## src/rtl/pixel_norm_pkg.sv

```systemverilog
// ============================================================================
// Module      : pixel_norm_pkg
// Description : Shared defaults and FSM state type for the pixel normaliser
//               (weighted-sum / weight-sum restoring divider).
// Revision    : 1.0 - initial release
// ============================================================================
`default_nettype none

package pixel_norm_pkg;

    // Default operand and result widths
    localparam int c_NUM_W_DEF = 20;
    localparam int c_DEN_W_DEF = 12;
    localparam int c_PIX_W_DEF = 8;

    // Divider control states
    typedef enum logic [1:0] {
        ST_IDLE  = 2'd0,
        ST_CHECK = 2'd1,
        ST_ITER  = 2'd2,
        ST_DONE  = 2'd3
    } state_e;

endpackage : pixel_norm_pkg

`default_nettype wire

```

## src/rtl/norm_div_step.sv

```systemverilog
// ============================================================================
// Module      : norm_div_step
// Description : One restoring-division step. The divisor arrives already
//               aligned to the quotient bit being resolved; if the partial
//               remainder covers it, subtract and emit a 1, else pass the
//               remainder through and emit a 0.
// Revision    : 1.0 - initial release
// ============================================================================
`default_nettype none

module norm_div_step #(
    parameter int REM_W = 21,
    parameter int DIV_W = 20
) (
    input  logic [REM_W-1:0] i_rem,
    input  logic [DIV_W-1:0] i_div,
    output logic [REM_W-1:0] o_rem,
    output logic             o_qbit
);

    // Compare in a width that holds both operands without truncation
    localparam int c_CMP_W = (REM_W > DIV_W) ? REM_W : DIV_W;

    logic [c_CMP_W-1:0] w_rem_ext;
    logic [c_CMP_W-1:0] w_div_ext;
    logic [c_CMP_W-1:0] w_diff;
    logic               w_ge;

    assign w_rem_ext = c_CMP_W'(i_rem);
    assign w_div_ext = c_CMP_W'(i_div);
    assign w_ge      = (w_rem_ext >= w_div_ext);
    assign w_diff    = w_rem_ext - w_div_ext;

    // Restore (keep old remainder) when the aligned divisor does not fit;
    // when it fits the difference is smaller than i_rem, so it fits REM_W
    always_comb begin
        o_qbit = w_ge;
        o_rem  = i_rem;
        if (w_ge) begin
            o_rem = w_diff[REM_W-1:0];
        end
    end

endmodule : norm_div_step

`default_nettype wire

```

## src/rtl/pixel_norm_div.sv

```systemverilog
// ============================================================================
// Module      : pixel_norm_div
// Description : Normalises a weighted pixel sum by its weight sum using a
//               multi-cycle restoring divider: one CHECK cycle for the
//               divide-by-zero and saturation tests, then PIX_W iterations
//               producing one quotient bit each, MSB first. Result is held
//               under a valid/ready handshake.
//               Build option: define PIXEL_NORM_DIV_ROUND_EN to round
//               half-up (numerator + floor(den/2)) instead of truncating.
// Revision    : 1.0 - initial release
// ============================================================================
`default_nettype none

module pixel_norm_div
    import pixel_norm_pkg::*;
#(
    parameter int NUM_W = c_NUM_W_DEF,
    parameter int DEN_W = c_DEN_W_DEF,
    parameter int PIX_W = c_PIX_W_DEF
) (
    input  logic             clk,
    input  logic             rst,
    input  logic             in_valid,
    output logic             in_ready,
    input  logic [NUM_W-1:0] num,
    input  logic [DEN_W-1:0] den,
    output logic             out_valid,
    input  logic             out_ready,
    output logic [PIX_W-1:0] pix,
    output logic             sat,
    output logic             div_zero
);

    // Remainder carries one extra bit so the rounding bias cannot overflow
    localparam int c_REM_W = NUM_W + 1;
    // Divisor register is wide enough for den aligned to the quotient MSB
    localparam int c_DIV_W = DEN_W + PIX_W;
    localparam int c_CMP_W = (c_REM_W > c_DIV_W) ? c_REM_W : c_DIV_W;
    localparam int c_CNT_W = $clog2(PIX_W + 1);

    // ------------------------------------------------------------------
    // State and datapath registers
    // ------------------------------------------------------------------
    state_e               r_state_q,    w_state_d;
    logic [NUM_W-1:0]     r_num_q,      w_num_d;
    logic [DEN_W-1:0]     r_den_q,      w_den_d;
    logic [c_REM_W-1:0]   r_rem_q,      w_rem_d;
    logic [c_DIV_W-1:0]   r_div_q,      w_div_d;
    logic [PIX_W-1:0]     r_quo_q,      w_quo_d;
    logic [c_CNT_W-1:0]   r_cnt_q,      w_cnt_d;
    logic                 r_sat_flag_q, w_sat_flag_d;
    logic                 r_dz_flag_q,  w_dz_flag_d;

    // Registered result outputs
    logic                 r_out_valid_q, w_out_valid_d;
    logic [PIX_W-1:0]     r_pix_q,       w_pix_d;
    logic                 r_sat_q,       w_sat_d;
    logic                 r_div_zero_q,  w_div_zero_d;

    // ------------------------------------------------------------------
    // Combinational helpers
    // ------------------------------------------------------------------
    logic [c_REM_W-1:0]   w_num_adj;
    logic [c_CMP_W-1:0]   w_sat_lim;
    logic                 w_sat_hit;
    logic [c_REM_W-1:0]   w_step_rem;
    logic                 w_step_qbit;
    logic [PIX_W-1:0]     w_quo_next;
    logic                 w_last_iter;

`ifdef PIXEL_NORM_DIV_ROUND_EN
    // Round half-up: bias the numerator by half the divisor before dividing
    assign w_num_adj = c_REM_W'(r_num_q) + c_REM_W'(r_den_q >> 1);
`else
    // Truncating division: numerator used as received
    assign w_num_adj = c_REM_W'(r_num_q);
`endif

    // Quotient exceeds PIX_W bits exactly when numerator >= den * 2^PIX_W
    assign w_sat_lim = c_CMP_W'(r_den_q) << PIX_W;
    assign w_sat_hit = (c_CMP_W'(w_num_adj) >= w_sat_lim);

    // New quotient bit enters at the LSB; earlier bits move toward the MSB
    assign w_quo_next  = (r_quo_q << 1) | PIX_W'(w_step_qbit);
    assign w_last_iter = (r_cnt_q == c_CNT_W'(PIX_W - 1));

    // Single shared compare/subtract step, reused every ITER cycle
    norm_div_step #(
        .REM_W (c_REM_W),
        .DIV_W (c_DIV_W)
    ) u_step (
        .i_rem  (r_rem_q),
        .i_div  (r_div_q),
        .o_rem  (w_step_rem),
        .o_qbit (w_step_qbit)
    );

    // ------------------------------------------------------------------
    // Next-state and datapath update logic
    // ------------------------------------------------------------------
    always_comb begin
        w_state_d     = r_state_q;
        w_num_d       = r_num_q;
        w_den_d       = r_den_q;
        w_rem_d       = r_rem_q;
        w_div_d       = r_div_q;
        w_quo_d       = r_quo_q;
        w_cnt_d       = r_cnt_q;
        w_sat_flag_d  = r_sat_flag_q;
        w_dz_flag_d   = r_dz_flag_q;
        w_out_valid_d = r_out_valid_q;
        w_pix_d       = r_pix_q;
        w_sat_d       = r_sat_q;
        w_div_zero_d  = r_div_zero_q;

        case (r_state_q)
            ST_IDLE: begin
                // Capture operands; later input changes cannot reach the
                // result because only these copies are used from here on
                if (in_valid) begin
                    w_num_d   = num;
                    w_den_d   = den;
                    w_state_d = ST_CHECK;
                end
            end

            ST_CHECK: begin
                w_dz_flag_d  = (r_den_q == '0);
                w_sat_flag_d = (r_den_q != '0) && w_sat_hit;
                w_rem_d      = w_num_adj;
                w_div_d      = c_DIV_W'(r_den_q) << (PIX_W - 1);
                w_quo_d      = '0;
                w_cnt_d      = '0;
                w_state_d    = ST_ITER;
            end

            ST_ITER: begin
                // Iterations always run to completion so latency does not
                // depend on the operands, even when the result is overridden
                w_rem_d = w_step_rem;
                w_quo_d = w_quo_next;
                w_div_d = r_div_q >> 1;
                w_cnt_d = r_cnt_q + 1'b1;
                if (w_last_iter) begin
                    w_state_d     = ST_DONE;
                    w_out_valid_d = 1'b1;
                    w_sat_d       = r_sat_flag_q;
                    w_div_zero_d  = r_dz_flag_q;
                    if (r_dz_flag_q) begin
                        w_pix_d = '0;
                    end else if (r_sat_flag_q) begin
                        w_pix_d = '1;
                    end else begin
                        w_pix_d = w_quo_next;
                    end
                end
            end

            ST_DONE: begin
                // Hold the result until taken; return to IDLE without
                // accepting on the same edge
                if (out_ready) begin
                    w_state_d     = ST_IDLE;
                    w_out_valid_d = 1'b0;
                    w_pix_d       = '0;
                    w_sat_d       = 1'b0;
                    w_div_zero_d  = 1'b0;
                end
            end

            default: begin
                w_state_d = ST_IDLE;
            end
        endcase
    end

    // ------------------------------------------------------------------
    // State registers with synchronous reset; reset discards any operation
    // ------------------------------------------------------------------
    always_ff @(posedge clk) begin
        if (rst) begin
            r_state_q     <= ST_IDLE;
            r_num_q       <= '0;
            r_den_q       <= '0;
            r_rem_q       <= '0;
            r_div_q       <= '0;
            r_quo_q       <= '0;
            r_cnt_q       <= '0;
            r_sat_flag_q  <= 1'b0;
            r_dz_flag_q   <= 1'b0;
            r_out_valid_q <= 1'b0;
            r_pix_q       <= '0;
            r_sat_q       <= 1'b0;
            r_div_zero_q  <= 1'b0;
        end else begin
            r_state_q     <= w_state_d;
            r_num_q       <= w_num_d;
            r_den_q       <= w_den_d;
            r_rem_q       <= w_rem_d;
            r_div_q       <= w_div_d;
            r_quo_q       <= w_quo_d;
            r_cnt_q       <= w_cnt_d;
            r_sat_flag_q  <= w_sat_flag_d;
            r_dz_flag_q   <= w_dz_flag_d;
            r_out_valid_q <= w_out_valid_d;
            r_pix_q       <= w_pix_d;
            r_sat_q       <= w_sat_d;
            r_div_zero_q  <= w_div_zero_d;
        end
    end

    // ------------------------------------------------------------------
    // Outputs
    // ------------------------------------------------------------------
    assign in_ready  = (r_state_q == ST_IDLE);
    assign out_valid = r_out_valid_q;
    assign pix       = r_pix_q;
    assign sat       = r_sat_q;
    assign div_zero  = r_div_zero_q;

endmodule : pixel_norm_div

`default_nettype wire

```

## config.mk

```make
export PLATFORM = sky130hd
export DESIGN_NAME = pixel_norm_div
export DESIGN_NICKNAME = d
export VERILOG_FILES = /design/src/rtl/pixel_norm_pkg.sv /design/src/rtl/norm_div_step.sv /design/src/rtl/pixel_norm_div.sv
export SDC_FILE = /design/constraint.sdc
export NUM_CORES = 1
export LEC_CHECK = 0
export BUFFER_PORTS_ARGS = -buffer_cell sky130_fd_sc_hd__buf_2
export CORE_UTILIZATION = 59
export DETAILED_ROUTE_END_ITERATION = 16
export PLACE_DENSITY = 0.79
export SYNTH_ARGS = -nofsm -noshare
export SYNTH_HDL_FRONTEND = slang
export SYNTH_SLANG_ARGS = --single-unit
```

## constraint.sdc

```tcl
create_clock -name clk -period 4.41 [get_ports clk]
set_clock_uncertainty 0.2 [all_clocks]
set_input_delay 1.323 -clock clk [delete_from_list [all_inputs] [get_ports clk]]
set_output_delay 1.323 -clock clk [all_outputs]
set_load 0.02 [all_outputs]
```

==> results of run 1 <==
-- layout by cell type (no fill, tap or decap), drive strengths merged, types with 9 or more instances in the layout --
cell,synthesis,routed
a211oi,22,22
a21oi,87,87
buf,7,51
clkbuf,30,11
dfxtp,98,98
ha,36,36
inv,44,47
mux2i,26,26
nand2,93,93
nand2b,18,18
nand3,23,23
nor2,51,51
nor3,13,13
o21ai,27,27
xnor2,9,9
-- sequential cells by signal, indices dropped and copies added, names as in the netlist --
register,cells
r_quo_q,7
r_state_q,2
div_zero,1
r_num_q,20
r_den_q,12
pix,8
r_dz_flag_q,1
sat,1
out_valid,1
r_cnt_q,4
r_div_q,19
r_rem_q,21
r_sat_flag_q,1
-- worst max-delay path, stage by stage, from the launching register on --
cell	delay [ps]
dfxtp_1	420
inv_1	70
ha_1	290
nor2b_1	120
o21ai_0	130
o21ai_2	260
a211oi_2	120
a21oi_1	250
o31a_2	600
nor2_1	110
a2111oi_2	340
-- cell families (layout without fill, tap and decap cells) --
kind of cell,after synthesis,count (layout),synth area share [%]
AO/OA/AOI/OAI,177,177,20.4
XOR/XNOR,15,15,2.47
adder cells (fa/ha/maj),37,37,8.83
buffers and inverters,81,111,6.72
flip-flops,98,98,36.8
multiplexers,27,27,5.10
AND/OR/NAND/NOR,229,229,19.7
-- cell type report --
type / count / area, um2 / area share (%)
flip-flops and latches: 98 / 1960 / 34.2
repair buffers: 51 / 265 / 4.63
clock buffers: 11 / 151 / 2.64
multi-input cells: 485 / 3010 / 52.5
well taps: 108 / 135 / 2.36
clock inverters: 5 / 45.0 / 0.786
inverters: 44 / 165 / 2.88
-- where the power goes --
group / switching [mW] / internal (mW)
clock: 0.335 / 0.245
combinational: 1.64 / 1.15
sequential: 0.161 / 1.09
total: 2.14 / 2.48
-- metrics by stage --
stage	std cells	area (um2)	worst slack, ps
2_1_floorplan	664	5330	1870
3_3_place_gp	786	5540	1300
3_5_place_dp	786	5540	1170
4_1_cts	802	5730	1380
5_1_grt	802	5730	1100
6_report	802	5730	1400
-- metal layers --
layer | routed length, um | global-route usage (%) | part of all wire, %
met5 | 0 | 0 | 0
met4 | 204 | 11.1 | 1.8
met3 | 477 | 3.11 | 4.1
met2 | 5670 | 45.2 | 49
met1 | 5240 | 30.9 | 45
-- worst paths after layout --
path | from | endpoint | depth (start not counted)
setup / recovery | r_div_q[1]$_SDFFE_PP0P_ | r_rem_q[15]$_SDFFE_PP0P_ | 10
hold / removal | pix[5]$_SDFFE_PP0P_ | pix[5]$_SDFFE_PP0P_ | 2
setup reg to reg | r_div_q[1]$_SDFFE_PP0P_ | r_rem_q[15]$_SDFFE_PP0P_ | 10
hold reg to reg | pix[5]$_SDFFE_PP0P_ | pix[5]$_SDFFE_PP0P_ | 2
==> impl_results.md, run 1 <==
* Synth top area share at 36.8%
* Crit path capture type: flop
* Port-buffer cells at 47
* Sequential-to-total area share from yosys stat at 36.8%
* First-pass GRT wire length at 19700 um
* IR Drop Worst-Case VDD at 0.390 mV
* CTS tree: yes
* Top post-synthesis cells by count: dfxtp_1, nand2_1, a21oi_1
* Sink Count at 98
* Row count at 34
* Post-Route Utilization at 65.8%
* Most frequent cell after synthesis: dfxtp_1
* Ports at 48
* GRT Util Overall at 25.5%
* Post-route ant nets at 0
* Root Buffer: clkbuf_8
* Initial Utilization at 61.1%
* Leakage dissipation at 2.25 nW
* Area leader, netlist: dfxtp_1
* PostCTS Resize Cnt at 0
* Syn Area/Cell at 8.02 um2
* Final WL at 11600 um
* EDFF count, synth at 0
* CTS buffer count at 9
* Vias in the first global route at 4456
* Worst-path clk slew at 100 ps
* Total of warnings raised by yosys at 0
* Critical Path Source Type: flop
* Syn_nets at 737
* CP required at 4480 ps
* Status: finished, final reports clean
* Hold Vio Cnt, Final at 0
* DR vias at 4610
* Layout Nets at 762
* Die height at 97.0 um
* Yosys reg bits at 98
* Largest net degree at the start of global routing at 61
* Register-to-register setup slack at 1400 ps
* Setup_tns at 0 ps
* Synth top area cells: dfxtp_1, ha_1, a21oi_1
* Initial antenna violation count at 0
* Tmin final at 3010 ps
* Tot Pwr at 4.62 mW
* Die Span X at 97.0 um
* Setup bufs post-CTS at 0
* PD cells at 806 mW/mm2
* Layout cells sized above 1 at 11.4%
* Post-synth ARST share at 0%
* WS Path Type: flop to flop
* HPWL after detailed placement at 8400 um
* Gr ovfl total at 0
* Max Freq at 332 MHz
* Max-slew violations at 0
* Initial DRC count at 235
* Ys flop type: dfxtp_1
* Via/cell ratio at 5.75
* Min-delay worst type: flop to flop
* Synth cell types at 57
* Slew of the pin with the lowest slew margin at 1100 ps
* Worst-path fanout max at 33
* GP Congestion at 0.898
* Core area at 0.00872 mm2
* Worst skew pair latency at 380 ps
* Relative slew slack at 27.0%
* Final setup violating endpoints at 0
* Clock buffer depth at 2
* Antenna fix cells at 0
* First-pass DRT Iterations at 4
* H-tree levels at 3
* Die area at 0.00941 mm2
* DR WL/cell at 14.5 um
* Max-cap violations at 0
* Area Growth Syn to Fin at 7.63%
* Layout fillers at 721
* Syn Inst Count at 664
* Crit path DAT at 3080 ps
* # DRC at 0
* # hold bufs at CTS at 0
* Fin Hold WS at 254 ps
* Post-Synthesis Cell Area at 0.00533 mm2
* Final worst path period share at 68.3%
* RSZ-0062 raised after global routing: false
(Power assumes the default switching activity.)
==> run 2: changes to the inputs <==
==> constraint.sdc (replaced) <==
create_clock -name clk -period 3 [get_ports clk]
set_clock_uncertainty 0.2 [all_clocks]
set_input_delay 0.9 -clock clk [delete_from_list [all_inputs] [get_ports clk]]
set_output_delay 0.9 -clock clk [all_outputs]
set_load 0.02 [all_outputs]
==> impl_results.md, run 2 (same netlist as run 1, synthesis figures left out) <==
* Status: finished, final reports clean
* CP max stage cell: o31a_4
* Max-slew violations at 0 (unchanged)
* Register-to-register setup slack at 220 ps (-1180 ps)
* Post-Route Utilization at 67.4% (+1.6 points)
* Hold Vio Cnt, Final at 0 (unchanged)
* H-tree levels at 3 (unchanged)
* Core area at 0.00872 mm2 (unchanged)
* Post-Layout Inst Area at 0.00588 mm2 (+2.5%)
* Slew of the pin with the lowest slew margin at 731 ps (-365 ps)
* DR WL/cell at 14.1 um (-2.5%)
* Relative slew slack at 50.9% (+24 points)
* Largest register FFs at 21 (unchanged)
* Layout Nets at 774 (+1.6%)
* Footprint of the multi-input gates at 0.00304 mm2 (+1.0%)
* Initial Utilization at 61.1% (unchanged)
* FF+latch area at 0.00196 mm2 (unchanged)
* Crit path DAT at 2840 ps (-240 ps)
* Leakage dissipation at 2.32 nW (+3.2%)
* Initial DRC count at 224 (-4.7%)
* Crit path capture type: flop
* RSZ-0062 raised after global routing: false
* Antenna fix cells at 0 (unchanged)
* Final WS setup at 216 ps (-1180 ps)
* Root Buffer: clkbuf_8
* # hold bufs at CTS at 0 (unchanged)
* Clock buffer depth at 2 (unchanged)
* # DRC at 0 (unchanged)
* Vias in the first global route at 4420 (-0.81%)
* Ports at 48 (unchanged)
* RR Endpoint: r_rem_q[20]$_SDFFE_PP0P_
* Die Span X at 97.0 um (unchanged)
* Critical Path Source Type: flop
* Commonest non-fill, non-tap cell in the layout: dfxtp_1
* CP required at 3050 ps (-1430 ps)
* Fin Hold WS at 253 ps (-1.94 ps)
* Row count at 34 (unchanged)
* Die area at 0.00941 mm2 (unchanged)
* Final WL at 11500 um (-1.1%)
* Worst-path clk slew at 100 ps (about the same)
* Layout fillers at 728 (+0.97%)
* Most frequent cells in the layout: dfxtp_1, nand2_1, a21oi_1
* Setup_tns at 0 ps (unchanged)
* Max Freq at 359 MHz (+8.2%)
* Worst R2R Path Depth at 10 (unchanged)
* GP Congestion at 0.892 (-0.66%)
* Worst-path fanout max at 13 (-61%)
* Sink Count at 98 (unchanged)
* PD cells at 1210 mW/mm2 (+50%)
* Post-route ant nets at 0 (unchanged)
* Post-place instance area at 0.00562 mm2 (+1.4%)
* Max-cap violations at 0 (unchanged)
* CP max stage delay at 420 ps (-180 ps)
* HPWL after detailed placement at 8380 um (-0.25%)
* First-pass GRT wire length at 19900 um (+1.0%)
* Critical R2R Launch: r_div_q[17]$_SDFFE_PP0P_
* Biggest regs: r_rem_q x21, r_num_q x20, r_div_q x19
* CTS tree: yes
* Crit path cell chain: inv_1 -> ha_1 -> nand3_1 -> nor2_1 -> a21oi_1 -> nand2_1 -> a2111o_1 -> o31a_4 -> buf_12 -> o311ai_0
* Via/cell ratio at 5.76 (+0.24%)
* DR vias at 4690 (+1.7%)
* Port-buffer cells at 47 (unchanged)
* Gr ovfl total at 0 (unchanged)
* GRT Util Overall at 25.3% (-0.26 points)
* Initial antenna violation count at 0 (unchanged)
* First-pass DRT Iterations at 5 (+1)
* Biggest register: r_rem_q
* Worst skew pair latency at 360 ps (-20 ps)
* Tmin final at 2780 ps (-229 ps)
* Final setup violating endpoints at 0 (unchanged)
* WS Path Type: flop to flop
* Worst setup startpoint: r_div_q[17]$_SDFFE_PP0P_
* Min-delay worst type: flop to flop
* Final worst path period share at 92.8% (+24 points)
* Layout cells sized above 1 at 13.7% (+2.4 points)
* Largest net degree at the start of global routing at 48 (-21%)
* IR Drop Worst-Case VDD at 0.547 mV (+40%)
* Area Growth Syn to Fin at 10.3%
* Worst setup endpoint: r_rem_q[20]$_SDFFE_PP0P_
* Die height at 97.0 um (unchanged)
* CTS buffer count at 9 (unchanged)
* Dpl ws at 128 ps (-1040 ps)
[run 2: cell count changes in the layout (fill, tap and decap cells not counted), moves of 2 or more]
cell,previous run,this run
o21ai_2,1,3
buf_4,4,14
buf_12,0,2
a21oi_1,87,85
a21oi_2,0,2
[run 2: worst min path at each step]
stage / start / end / slack, ps / cells after the start
CTS: pix[4]$_SDFFE_PP0P_ / pix[4]$_SDFFE_PP0P_ / 260 / 2
floorplan: r_quo_q[6]$_SDFFE_PP0P_ / r_quo_q[6]$_SDFFE_PP0P_ / 240 / 2
detailed placement: pix[4]$_SDFFE_PP0P_ / pix[4]$_SDFFE_PP0P_ / 240 / 2
global placement: pix[7]$_SDFFE_PP0P_ / pix[7]$_SDFFE_PP0P_ / 240 / 2
global route: pix[7]$_SDFFE_PP0P_ / pix[7]$_SDFFE_PP0P_ / 280 / 2
finish: pix[4]$_SDFFE_PP0P_ / pix[4]$_SDFFE_PP0P_ / 250 / 2
[run 2: per-stage QoR]
stage               cells  power [mW]
floorplan             664        5.20
global placement      795        5.94
detailed placement    795        6.06
CTS                   811        6.91
global route          814        7.71
finish                814        7.12
[run 2: cell type report]
class / count / area share (%)
clock buffers: 10 / 2.34
clock inverters: 6 / 0.916
inverters: 44 / 2.81
multi-input cells: 485 / 51.8
flip-flops and latches: 98 / 33.4
well taps: 108 / 2.30
repair buffers: 63 / 6.47
[run 2: power by group]
part	internal, mW	total, mW	switching [mW]	leakage (nW)
Sequential	1.60	1.84	0.236	0.800
Clock	0.341	0.829	0.489	0.0958
Combinational	1.92	4.45	2.53	1.42
Total	3.86	7.12	3.26	2.32
[run 2: timing repair]
item / 4_1_cts / 5_1_grt
buffers inserted: 0 / 3
endpoints found under the hold margin: 0 / 0
setup endpoints to repair: 0 / 12
resized for setup: 0 / 8
[run 2: metal layers]
metal | track usage (%) | part of all wire, %
met1 | 33.0 | 47
met2 | 42.3 | 47
met3 | 3.47 | 3.5
met4 | 9.53 | 2.0
met5 | 0 | 0
[run 2: worst max-delay path, delay by kind of cell, from the launching register on]
family / cells / cell delay, ps
buf+inv: 2 / 230
fa+ha+maj: 1 / 390
compound gates: 4 / 1160
simple gates: 3 / 330
flops: 1 / 380
==> run 3: changes to the inputs <==
--- a/config.mk
+++ b/config.mk
@@ -9,6 +9,7 @@
 export CORE_UTILIZATION = 59
 export DETAILED_ROUTE_END_ITERATION = 16
 export PLACE_DENSITY = 0.79
+export SETUP_SLACK_MARGIN = 0.5
 export SYNTH_ARGS = -nofsm -noshare
 export SYNTH_HDL_FRONTEND = slang
 export SYNTH_SLANG_ARGS = --single-unit
==> impl_results.md, run 3 (same netlist as run 1, synthesis figures left out) <==
* Status: finished, final reports clean
* Crit path cell chain: inv_1 -> ha_2 -> a21oi_2 -> o21ai_2 -> a211oi_4 -> a21oi_4 -> or2_4 -> buf_4 -> a32oi_2 -> a221oi_2
* First-pass GRT wire length at 22400 um (+12%)
* Die area at 0.00941 mm2 (unchanged)
* GP Congestion at 0.849 (-4.8%)
* Worst skew pair latency at 370 ps (about the same)
* Most frequent cells in the layout: nand2_1, dfxtp_1, a21oi_1
* Worst-path fanout max at 6 (-7)
* Via/cell ratio at 5.88 (+2.1%)
* Leakage dissipation at 2.46 nW (+6.2%)
* DR vias at 4894 (+4.3%)
* Relative slew slack at 62.0% (+11 points)
* Port-buffer cells at 47 (unchanged)
* Largest net degree at the start of global routing at 51 (+6.3%)
* CTS tree: yes
* Layout fillers at 667 (-8.4%)
* Max-slew violations at 0 (unchanged)
* Final setup violating endpoints at 0 (unchanged)
* Final worst path period share at 87.9% (-4.9 points)
* Tmin final at 2640 ps (-148 ps)
* Critical Path Source Type: flop
* HPWL after detailed placement at 8770 um (+4.7%)
* WS Path Type: flop to flop
* Biggest regs: r_rem_q x21, r_num_q x20, r_div_q x19
* Crit path capture type: flop
* Layout Nets at 793 (+2.5%)
* Core area at 0.00872 mm2 (unchanged)
* Max-cap violations at 0 (unchanged)
* Slew of the pin with the lowest slew margin at 570 ps (-160 ps)
* Initial DRC count at 313 (+40%)
* Sink Count at 98 (unchanged)
* Biggest register: r_rem_q
* DR WL/cell at 16.0 um (+14%)
* Worst-path clk slew at 100 ps (about the same)
* Area Growth Syn to Fin at 19.1%
* Clock buffer depth at 2 (unchanged)
* Fin Hold WS at 252 ps (-0.189 ps)
* Final WL at 13300 um (+16%)
* Gr ovfl total at 0 (unchanged)
* Setup_tns at 0 ps (unchanged)
* Initial Utilization at 61.1% (unchanged)
* RSZ-0062 raised after global routing: true
* CP max stage cell: dfxtp_1
* Row count at 34 (unchanged)
* Post-route ant nets at 0 (unchanged)
* CP max stage delay at 360 ps (-60 ps)
* WP buf/inv at 2 (unchanged)
* Largest register FFs at 21 (unchanged)
* DP Cell Count at 793 (-0.25%)
* GRT Util Overall at 28.8% (+3.5 points)
* CTS buffer count at 9 (unchanged)
* Crit path DAT at 2670 ps (-170 ps)
* Min-delay worst type: flop to flop
* Commonest non-fill, non-tap cell in the layout: nand2_1
* Non-Filler Instances at 832 (+2.2%)
* Die height at 97.0 um (unchanged)
* PD cells at 1310 mW/mm2 (+8.3%)
* H-tree levels at 3 (unchanged)
* # DRC at 0 (unchanged)
* CP required at 3030 ps (-20 ps)
* Max Freq at 379 MHz (+5.6%)
* Ports at 48 (unchanged)
* Initial antenna violation count at 0 (unchanged)
* Post-Layout Inst Area at 0.00635 mm2 (+8.0%)
* IR Drop Worst-Case VDD at 0.567 mV (+3.7%)
* Vias in the first global route at 4752 (+7.5%)
* Hold Vio Cnt, Final at 0 (unchanged)
* Layout cells sized above 1 at 24.0% (+10 points)
* Root Buffer: clkbuf_8
* Antenna fix cells at 0 (unchanged)
* Die Span X at 97.0 um (unchanged)
* Largest delay share family, worst path: compound AO/OA/AOI/OAI gates
* Post-place instance area at 0.00561 mm2 (-0.11%)
* First-pass DRT Iterations at 6 (+1)
[run 3: changes by cell type in the layout (fill, tap and decap cells not counted), sizes merged]
cell    previous run  this run
o31a               1         4
buf               63        79
inv               48        46
clkinv             1         2
[run 3: path summary, 6_finish.rpt]
kind,start,to,slack (ps),cells after the start
hold / removal,pix[3]$_SDFFE_PP0P_,pix[3]$_SDFFE_PP0P_,250,2
setup / recovery,r_div_q[6]$_SDFFE_PP0P_,r_rem_q[17]$_SDFFE_PP0P_,360,10
setup reg to reg,r_div_q[6]$_SDFFE_PP0P_,r_rem_q[17]$_SDFFE_PP0P_,360,10
hold reg to reg,pix[3]$_SDFFE_PP0P_,pix[3]$_SDFFE_PP0P_,250,2
[run 3: final cells by class]
type,instances,area (um2),area share (%)
Clock buffer,10,138,2.17
Clock inverter,5,38.8,0.611
Inverter,44,165,2.60
Multi-Input combinational cell,488,3410,53.7
Sequential cell,98,1980,31.2
Tap cell,108,135,2.13
Timing Repair Buffer,79,479,7.55
[run 3: stage by stage]
stage	utilization [%]	setup slack [ps]	total power, mW
2_1_floorplan	-	513	5.24
3_3_place_gp	64.3	256	5.95
3_5_place_dp	64.3	117	6.03
4_1_cts	71.3	459	7.80
5_1_grt	72.8	278	8.89
6_report	72.8	364	8.32
[run 3: timing repair]
action	CTS	global route
setup buffers	17	4
hold buffers	0	0
setup endpoints to repair	21	24
cloned	3	0
hold endpoints to repair	0	0
gates resized for setup	56	29
pin swaps	20	9
[run 3: per-layer routing]
| metal | part of all wire (%) | routed length [um] | GRT usage, % | vias to the layer above |
|---|---|---|---|---|
| met4 | 3.5 | 462 | 12.2 | 0 |
| met2 | 48 | 6340 | 48.4 | 113 |
| met5 | 0 | 0 | 0 | - |
| met1 | 45 | 6040 | 37.1 | 2325 |
| li1 | - | - | - | 2419 |
| met3 | 3.6 | 474 | 3.76 | 37 |
[run 3: power by group]
part           switching (mW)  internal, mW  leakage (nW)  total [mW]
registers               0.288          1.61         0.806        1.90
clock network           0.464         0.326        0.0891       0.790
logic                    3.09          2.54          1.57        5.64
[run 3: tightest hold or removal path, stage by stage, from the launching register on]
cell and delay (ps):
dfxtp_1 320, nand2_1 50, a21oi_1 50
